## src/rtl/exanet_crosb_pkg.sv

```systemverilog
// Shared types and constants for the crossbar VC credit controller.
package exanet_crosb_pkg;

    localparam int CREDITS_DEFAULT = 8;

    typedef enum logic {
        IDLE   = 1'b0,
        ACTIVE = 1'b1
    } crosb_state_e;

    // Index width that stays at least one bit when there is a single VC.
    function automatic int vcIndexWidth(input int numVc);
        return (numVc > 1) ? $clog2(numVc) : 1;
    endfunction

endpackage

```

## src/rtl/exa_crosb_vc_credit_ctrl_if.sv

```systemverilog
// Upstream flit, downstream flit, credit return and credit status bundle.
interface exa_crosb_vc_credit_ctrl_if
    import exanet_crosb_pkg::*;
#(
    parameter int DATA_W = 64,
    parameter int VC_W   = 2,
    parameter int NUM_VC = 4,
    parameter int CNT_W  = $clog2(CREDITS_DEFAULT + 1)
);
    logic                         i_tvalid;
    logic [DATA_W-1:0]            i_tdata;
    logic                         i_tlast;
    logic [VC_W-1:0]              i_tvc;
    logic                         o_tready;
    logic                         o_tvalid;
    logic [DATA_W-1:0]            o_tdata;
    logic                         o_tlast;
    logic [VC_W-1:0]              o_tvc;
    logic                         i_tready;
    logic                         i_credit_valid;
    logic [VC_W-1:0]              i_credit_vc;
    logic [NUM_VC-1:0][CNT_W-1:0] o_credit_cnt;
    logic                         o_credit_err;

    modport master (
        output i_tvalid, i_tdata, i_tlast, i_tvc, i_tready, i_credit_valid, i_credit_vc,
        input  o_tready, o_tvalid, o_tdata, o_tlast, o_tvc, o_credit_cnt, o_credit_err
    );

    modport slave (
        input  i_tvalid, i_tdata, i_tlast, i_tvc, i_tready, i_credit_valid, i_credit_vc,
        output o_tready, o_tvalid, o_tdata, o_tlast, o_tvc, o_credit_cnt, o_credit_err
    );
endinterface

```

## src/rtl/exa_crosb_credit_counter.sv

```systemverilog
// Saturating per-VC credit counter; overflow_o flags a return to an already full VC.
module exa_crosb_credit_counter
    import exanet_crosb_pkg::*;
#(
    parameter int CREDITS = CREDITS_DEFAULT,
    parameter int CNT_W   = $clog2(CREDITS + 1)
) (
    input  logic             clk,
    input  logic             resetn,
    input  logic             inc_i,
    input  logic             dec_i,
    output logic [CNT_W-1:0] count_o,
    output logic             overflow_o
);
    localparam logic [CNT_W-1:0] FULL = CNT_W'(CREDITS);

    logic [CNT_W-1:0] count_q, count_d;

    always_comb begin
        count_d    = count_q;
        overflow_o = 1'b0;
        unique case ({inc_i, dec_i})
            2'b10: begin
                if (count_q == FULL) overflow_o = 1'b1;
                else                 count_d    = count_q + 1'b1;
            end
            2'b01: begin
                if (count_q != '0) count_d = count_q - 1'b1;
            end
            default: ;
        endcase
    end

    always_ff @(posedge clk) begin
        if (!resetn) count_q <= FULL;
        else         count_q <= count_d;
    end

    assign count_o = count_q;

endmodule

```

## src/rtl/exa_crosb_vc_credit_ctrl.sv

```systemverilog
// Credit-based VC output stage with packet VC locking and a one-flit output register.
// Optional sticky protocol error flag: define EXA_CROSB_CREDIT_ERR_EN.
module exa_crosb_vc_credit_ctrl
    import exanet_crosb_pkg::*;
#(
    parameter int vc_num    = 2,
    parameter int prio_num  = 2,
    parameter int CREDITS   = CREDITS_DEFAULT,
    parameter int DATA_W    = 64,
    parameter int logVcPrio = vcIndexWidth(prio_num * vc_num),
    parameter int CNT_W     = $clog2(CREDITS + 1)
) (
    input logic                       clk,
    input logic                       resetn,
    exa_crosb_vc_credit_ctrl_if.slave bus
);
    localparam int NUM_VC = prio_num * vc_num;

    crosb_state_e         state_q, state_d;
    logic [logVcPrio-1:0] lockedVc_q, lockedVc_d;
    logic [logVcPrio-1:0] curVc;
    logic [CNT_W-1:0]     credit [NUM_VC];
    logic [NUM_VC-1:0]    incVec, decVec, ovfVec;
    logic                 tready, upXfer, downXfer;

    logic                 outValid_q;
    logic [DATA_W-1:0]    outData_q;
    logic                 outLast_q;
    logic [logVcPrio-1:0] outVc_q;

    // Acceptance looks only at registered credits, so a same-cycle return cannot help.
    assign curVc    = (state_q == ACTIVE) ? lockedVc_q : bus.i_tvc;
    assign tready   = (credit[curVc] != '0) && (!outValid_q || bus.i_tready);
    assign upXfer   = bus.i_tvalid && tready;
    assign downXfer = outValid_q && bus.i_tready;

    for (genvar v = 0; v < NUM_VC; v++) begin : g_vc
        assign decVec[v] = upXfer && (curVc == logVcPrio'(v));
        assign incVec[v] = bus.i_credit_valid && (bus.i_credit_vc == logVcPrio'(v));

        exa_crosb_credit_counter #(
            .CREDITS (CREDITS),
            .CNT_W   (CNT_W)
        ) u_cnt (
            .clk        (clk),
            .resetn     (resetn),
            .inc_i      (incVec[v]),
            .dec_i      (decVec[v]),
            .count_o    (credit[v]),
            .overflow_o (ovfVec[v])
        );

        assign bus.o_credit_cnt[v] = credit[v];
    end

    always_ff @(posedge clk) begin
        if (!resetn) begin
            outValid_q <= 1'b0;
            outData_q  <= '0;
            outLast_q  <= 1'b0;
            outVc_q    <= '0;
        end else if (upXfer) begin
            outValid_q <= 1'b1;
            outData_q  <= bus.i_tdata;
            outLast_q  <= bus.i_tlast;
            outVc_q    <= curVc;
        end else if (downXfer) begin
            outValid_q <= 1'b0;
        end
    end

    always_ff @(posedge clk) begin
        if (!resetn) begin
            state_q    <= IDLE;
            lockedVc_q <= '0;
        end else begin
            state_q    <= state_d;
            lockedVc_q <= lockedVc_d;
        end
    end

    // A head flit without tlast locks its VC for the rest of the packet.
    always_comb begin
        state_d    = state_q;
        lockedVc_d = lockedVc_q;
        unique case (state_q)
            IDLE: begin
                if (upXfer && !bus.i_tlast) begin
                    state_d    = ACTIVE;
                    lockedVc_d = bus.i_tvc;
                end
            end
            ACTIVE: begin
                if (upXfer && bus.i_tlast) state_d = IDLE;
            end
            default: state_d = IDLE;
        endcase
    end

`ifdef EXA_CROSB_CREDIT_ERR_EN
    logic credErr_q;

    always_ff @(posedge clk) begin
        if (!resetn)
            credErr_q <= 1'b0;
        else if ((|ovfVec) || (state_q == ACTIVE && upXfer && bus.i_tvc != lockedVc_q))
            credErr_q <= 1'b1;
    end

    assign bus.o_credit_err = credErr_q;
`else
    logic unusedOvf;
    assign unusedOvf        = |ovfVec;
    assign bus.o_credit_err = 1'b0;
`endif

    assign bus.o_tready = tready;
    assign bus.o_tvalid = outValid_q;
    assign bus.o_tdata  = outData_q;
    assign bus.o_tlast  = outLast_q;
    assign bus.o_tvc    = outVc_q;

endmodule

```

## src/flat_wrapper.sv

```systemverilog
// flat-port wrapper written by rule: the top's interface ports become plain ports
module exa_crosb_vc_credit_ctrl_flat import exanet_crosb_pkg::*;
#(
    parameter int vc_num    = 2,
    parameter int prio_num  = 2,
    parameter int CREDITS   = CREDITS_DEFAULT,
    parameter int DATA_W    = 64,
    parameter int logVcPrio = vcIndexWidth(prio_num * vc_num),
    parameter int CNT_W     = $clog2(CREDITS + 1)
)
  (clk, resetn, bus_i_tvalid, bus_i_tdata, bus_i_tlast, bus_i_tvc, bus_i_tready, bus_i_credit_valid, bus_i_credit_vc, bus_o_tready, bus_o_tvalid, bus_o_tdata, bus_o_tlast, bus_o_tvc, bus_o_credit_cnt, bus_o_credit_err);
  exa_crosb_vc_credit_ctrl_if #(.DATA_W(DATA_W), .CNT_W(CNT_W)) bus_i ();
  input logic clk;
  input logic resetn;
  input wire logic [$bits(bus_i.i_tvalid)-1:0] bus_i_tvalid;
  input wire logic [$bits(bus_i.i_tdata)-1:0] bus_i_tdata;
  input wire logic [$bits(bus_i.i_tlast)-1:0] bus_i_tlast;
  input wire logic [$bits(bus_i.i_tvc)-1:0] bus_i_tvc;
  input wire logic [$bits(bus_i.i_tready)-1:0] bus_i_tready;
  input wire logic [$bits(bus_i.i_credit_valid)-1:0] bus_i_credit_valid;
  input wire logic [$bits(bus_i.i_credit_vc)-1:0] bus_i_credit_vc;
  output wire logic [$bits(bus_i.o_tready)-1:0] bus_o_tready;
  output wire logic [$bits(bus_i.o_tvalid)-1:0] bus_o_tvalid;
  output wire logic [$bits(bus_i.o_tdata)-1:0] bus_o_tdata;
  output wire logic [$bits(bus_i.o_tlast)-1:0] bus_o_tlast;
  output wire logic [$bits(bus_i.o_tvc)-1:0] bus_o_tvc;
  output wire logic [$bits(bus_i.o_credit_cnt)-1:0] bus_o_credit_cnt;
  output wire logic [$bits(bus_i.o_credit_err)-1:0] bus_o_credit_err;
  assign bus_i.i_tvalid = bus_i_tvalid;
  assign bus_i.i_tdata = bus_i_tdata;
  assign bus_i.i_tlast = bus_i_tlast;
  assign bus_i.i_tvc = bus_i_tvc;
  assign bus_i.i_tready = bus_i_tready;
  assign bus_i.i_credit_valid = bus_i_credit_valid;
  assign bus_i.i_credit_vc = bus_i_credit_vc;
  assign bus_o_tready = bus_i.o_tready;
  assign bus_o_tvalid = bus_i.o_tvalid;
  assign bus_o_tdata = bus_i.o_tdata;
  assign bus_o_tlast = bus_i.o_tlast;
  assign bus_o_tvc = bus_i.o_tvc;
  assign bus_o_credit_cnt = bus_i.o_credit_cnt;
  assign bus_o_credit_err = bus_i.o_credit_err;
  exa_crosb_vc_credit_ctrl #(.vc_num(vc_num), .prio_num(prio_num), .CREDITS(CREDITS), .DATA_W(DATA_W), .logVcPrio(logVcPrio), .CNT_W(CNT_W)) u_core (.clk(clk), .resetn(resetn), .bus(bus_i));
endmodule
```

## config.mk

```make
export PLATFORM = sky130hd
export DESIGN_NAME = exa_crosb_vc_credit_ctrl_flat
export DESIGN_NICKNAME = d
export VERILOG_FILES = /design/src/rtl/exanet_crosb_pkg.sv /design/src/rtl/exa_crosb_vc_credit_ctrl_if.sv /design/src/rtl/exa_crosb_credit_counter.sv /design/src/rtl/exa_crosb_vc_credit_ctrl.sv /design/src/flat_wrapper.sv
export SDC_FILE = /design/constraint.sdc
export NUM_CORES = 1
export LEC_CHECK = 0
export ABC_AREA = 1
export CORE_ASPECT_RATIO = 2
export CORE_MARGIN = 2
export CORE_UTILIZATION = 39
export DETAILED_ROUTE_END_ITERATION = 16
export HOLD_SLACK_MARGIN = 0.1
export PLACE_DENSITY = 0.77
export SLEW_MARGIN = 25
export SYNTH_ARGS = -nofsm -noshare
export SYNTH_HDL_FRONTEND = slang
export SYNTH_SLANG_ARGS = --single-unit
```

## constraint.sdc

```tcl
create_clock -name clk -period 2.4 [get_ports clk]
set_clock_uncertainty 0.15 [all_clocks]
set_input_delay 0.6 -clock clk [delete_from_list [all_inputs] [get_ports clk]]
set_output_delay 0.6 -clock clk [all_outputs]
set_load 0.05 [all_outputs]
```

Word-level counts from Yosys, hierarchy flattened
Cells that the tools add are included.
W data, S select, Z words.
- word-level logic and storage cells: 101
- bits of input ports: 74
- bits in registers: 87
- output and inout port bits: 86
- reductions and logical operators: 33
- mux-type cells: 21
- equality and inequality tests: 26
- add/subtract/negate cells: 8
- bitwise operators: 2
- order comparisons: 1
- operators by type and width (cell ; number):
    $mux W4 ; 10
    $pmux W4 S2 ; 4
    $reduce_bool A4 Y1 ; 5
    $add A4 B1 Y4 const B ; 4
    $eq A2 B2 Y1 const B ; 8
    $eq A4 B4 Y1 const B ; 4
    $ne A2 B2 Y1 const B ; 8
    $sub A4 B1 Y4 const B ; 4
    $logic_and A1 B1 Y1 ; 13
    $eq A2 B1 Y1 const B ; 6
    $reduce_and A3 Y1 ; 4
    $reduce_bool A2 Y1 ; 5
    $bmux W4 S2 ; 1
    $logic_not A2 Y1 ; 2
    $mux W1 ; 4
    $ge A3 B3 Y1 const B ; 1
    $not A2 Y3 ; 1
    $logic_not A1 Y1 ; 2
    $mux W2 ; 1
    $pmux W1 S2 ; 1
    $reduce_and A2 Y1 ; 1
    $logic_or A1 B1 Y1 ; 1
    $not A1 Y1 ; 1

Longest topological paths before layout
- depth after elaboration: 12
- mapped depth: 19
- gate-level depth less buffers: 19

Cells and area by module
Synthesis repeated with hierarchy kept, for this count alone.
- cells, all modules: 578
- area total of the unflattened synthesis: 3931.3 um^2
- modules (own cells, without submodules) (module ; instances ; area an instance (um^2) ; cells an instance):
    exa_crosb_vc_credit_ctrl ; 1 ; 2700.1 ; 370
    exa_crosb_credit_counter ; 4 ; 307.8 ; 52

Worst setup path before layout
Ideal clock, no wire load.
- kind: register to output
- start: register u_core.g_vc[0].u_cnt.count_q[1]
- end: output port bus_o_tready
- path slack: -587 ps
- buffers on the path: 0
- cell stages (with the launch flop): 7
- data required time: 1650 ps
- arrival: 2237 ps
- cells stage by stage: dfxtp_1 -> inv_1 -> nand3_1 -> nand3_1 -> nand2_1 -> nor2_2 -> a21boi_0
- word-level cells in the longest chain between the ends: 5
- ends and longest elaborated chain (element ; RTL line ; RTL):
    start: declaration ; exa_crosb_credit_counter.sv:17 ; logic [CNT_W-1:0] count_q, count_d;
    start signal: assignment ; exa_crosb_credit_counter.sv:36 ; else count_q <= count_d;
    $bmux W4 S2 ; exa_crosb_vc_credit_ctrl.sv:33 ; assign tready = (credit[curVc] != '0) && (!outValid_q || bus.i_tready);
    $mux W4 (implied by the code) (2 in series) ; exa_crosb_vc_credit_ctrl.sv:33 ;
    $reduce_bool A4 Y1 ; exa_crosb_vc_credit_ctrl.sv:33 ;
    $logic_and A1 B1 Y1 ; exa_crosb_vc_credit_ctrl.sv:33 ;
    end: declaration ; flat_wrapper.sv:22 ; output wire logic [$bits(bus_i.o_tready)-1:0] bus_o_tready;
Every way passes these cells. The select of a mux whose other input is x is not followed.

==> results.cfg <==
[outcome]
status = completed

[cts]
clock_latency_ps = 340
cts.path.max_buffers = 2
cts_htree_levels = 3
root_buffer = clkbuf_16
cts_tree = done
clock-sinks = 87
path_clk_slew_ps = 60
holdBufCountCts = 0
cts_buffers = 9

[worst_setup_path]
r2r_cells = 19
cp_max_fo = 7
rr_endpoint = u_core.g_vc[2].u_cnt.count_o[2]
crit_required_ps = 1650
reg2reg_slack_ps = 50
crit_end = bus_o_tready
arrival_ps = 1640
worstSetupEndpointType = primary output
path_class = flop to primary output
cp-start-kind = flop

[route]
drc = 0
ant_nets = 0
drtPass1Iterations = 4
routed_wl_microns = 11920
wl_per_cell_microns = 14.19
viasPerCell = 5.043
drt-initial-drc-count = 224
vias = 4236

[global_routing]
grt.overflow.total = 0
track_usage_pct = 22.06
grt_pass1_wl_microns = 18230
antenna_found_initial = 0
grt_max_degree = 69
grt_pass1_vias = 4087

[yosys]
synthMostInstantiatedCell = nand2_1
ys_seq_area_share_pct = 45.94
ys_top_cells_by_area = dfxtp_1 (46%), nand2_1 (18%), a21oi_1 (11%)
synth_cell_types = 28
synth_ff_type = dfxtp_1
ys_seq_elements = 87
syn_nets = 619
syn_inst = 541
synthArstFlopShare_pct = 0
avgSynthCellArea_sq_um = 7.008
syn-cell-area_sq_mm = 0.003791
synth_edf_count = 0
synth_top_area_share_pct = 45.94
yosysWarnings = 0
netlist_top_cells_count = nand2_1 (185), dfxtp_1 (87), a21oi_1 (81)
yosys.area.top_type = dfxtp_1

[layout]
drive_above_1_share_pct = 17.80
post-route-util_pct = 66.72
stdcell_count = 840
syn_to_final_growth_pct = 65.15
diodes = 0
nets = 810

[power]
ir_drop_mv = 0.5822
leakagePower_nw = 2.585
p_per_area_mw_per_mm2 = 766.4
finalPower_mw = 4.798

[floorplan]
start_util_pct = 40.40
fp.dieW_microns = 73.72
core_sq_mm = 0.009384
io_pins = 160
row_count = 50
dieArea_sq_mm = 0.01057
fp.dieH_microns = 143.4

[timing]
slew_viol_final = 0
fmax_mhz = 418.2
rsz0062_at_grt = true
fin_crit_ps = 2391
hold_viol = 0
finalCritPeriodShare_pct = 99.64
slew_headroom_pct = 63.48
worst_slack_ps = 8.685
finalSetupViolCount = 0
tightest_slew_ps = 546.1

[placement]
dp_cells = 816
hpwl_microns = 8727
dp_slack_ps = -690.0
io_buffer_count = 158
routabilityCongestion = 0.9290

[flow_run]
drv_cap = 0

[worst_hold_path]
hold_path.class = flop to flop
## final cells by class
class                   count  area [sq um]
flip-flops and latches     87          1763
well taps                 104         130.1
clock buffers              11         252.7
multi-input cells         383          1941
inverters                  47         183.9
repair buffers            204          1937
clock inverters             4         53.80
fillers                   790          3123
## state kept, by name, summed over array words and instances, names as in the netlist, named ones only
signal / cells
u_core.bus.o_tlast: 1
u_core.lockedVc_q: 2
u_core.bus.o_tdata: 64
u_core.bus.o_tvc: 2
u_core.g_vc.u_cnt.count_o: 16
u_core.bus.o_tvalid: 1
## placed cells by master, fill, tap and decap left out, types with 3 or more instances in the layout
cell type,n
xor2_1,6
o21ai_0,22
nand3_2,5
nand3_1,22
o21bai_1,5
dfxtp_2,14
clkbuf_16,9
clkdlybuf4s50_1,154
nand2_4,7
inv_1,42
a21oi_1,79
nand2_1,166
nand2_2,18
nor2_4,4
inv_2,3
nor2_1,20
dfxtp_1,72
buf_4,46
nor3_1,3
nand4_1,6
## per-layer routing
metal | part of all wire [%] | track usage [%] | up-vias
met5 | 0 | 0 | -
met4 | 4.5 | 12.44 | 0
met3 | 5.1 | 5.610 | 37
met2 | 55 | 40.32 | 149
met1 | 35 | 21.54 | 1940
li1 | - | - | 2110
## worst max-delay path, cell delays in order, from the launching register on
cell and delay [ps]:
dfxtp_4 400, inv_6 60, nand2_4 60, nand2_4 80, nand2_2 80, nand2_2 50
nand2_2 70, nand2_2 80, buf_4 140, a21boi_4 140, buf_12 150
## worst min path at each step
| stage | start | end | slack [ps] | cells past startpoint |
|---|---|---|---|---|
| 3_5_place_dp | u_core.bus.o_tdata[54] | u_core.bus.o_tdata[54] | 300 | 2 |
| 4_1_cts | u_core.bus.o_tdata[54] | u_core.bus.o_tdata[54] | 310 | 2 |
| 6_report | u_core.bus.o_tdata[54] | u_core.bus.o_tdata[54] | 310 | 2 |
| 2_1_floorplan | u_core.lockedVc_q[0] | u_core.lockedVc_q[0] | 290 | 2 |
| 3_3_place_gp | u_core.bus.o_tdata[63] | u_core.bus.o_tdata[63] | 300 | 2 |
| 5_1_grt | u_core.bus.o_tdata[54] | u_core.bus.o_tdata[54] | 330 | 2 |
## cell families (layout without fill, tap and decap cells)
family                     count (synthesis)  after routing  synth area share [%]
adders and majority gates                  4              4                 1.320
xor gates and xnor gates                   7              7                 1.617
AOI/OAI and AO/OA                        113            113                 15.41
other                                      1              1               0.09891
buffers and inverters                     71            266                 7.360
and+or+nand+nor                          258            258                 28.25
DFF                                       87             87                 45.94
## report_power, final
part	switching [mW]	total [mW]	internal, mW	leakage [nW]
Sequential	0.104	1.70	1.59	0.719
Combinational	1.04	1.67	0.629	1.72
Clock	0.568	1.43	0.861	0.144
## stage by stage
step                instance area (sq um)  TNS, ps  hold slack [ps]
CTS                                  6062        0            314.2
global route                         6261   -503.3            333.9
global placement                     5722   -28760            301.1
floorplan                            3815        0            293.8
detailed placement                   5722   -35920            304.6
finish                               6261        0            314.4
## repair_timing
| item | 4_1_cts | 5_1_grt |
|---|---|---|
| setup endpoints to repair | 71 | 12 |
| setup buffers | 2 | 8 |
| resized for setup | 16 | 43 |
| pin swaps | 11 | 18 |
(Power assumes the default switching activity.)
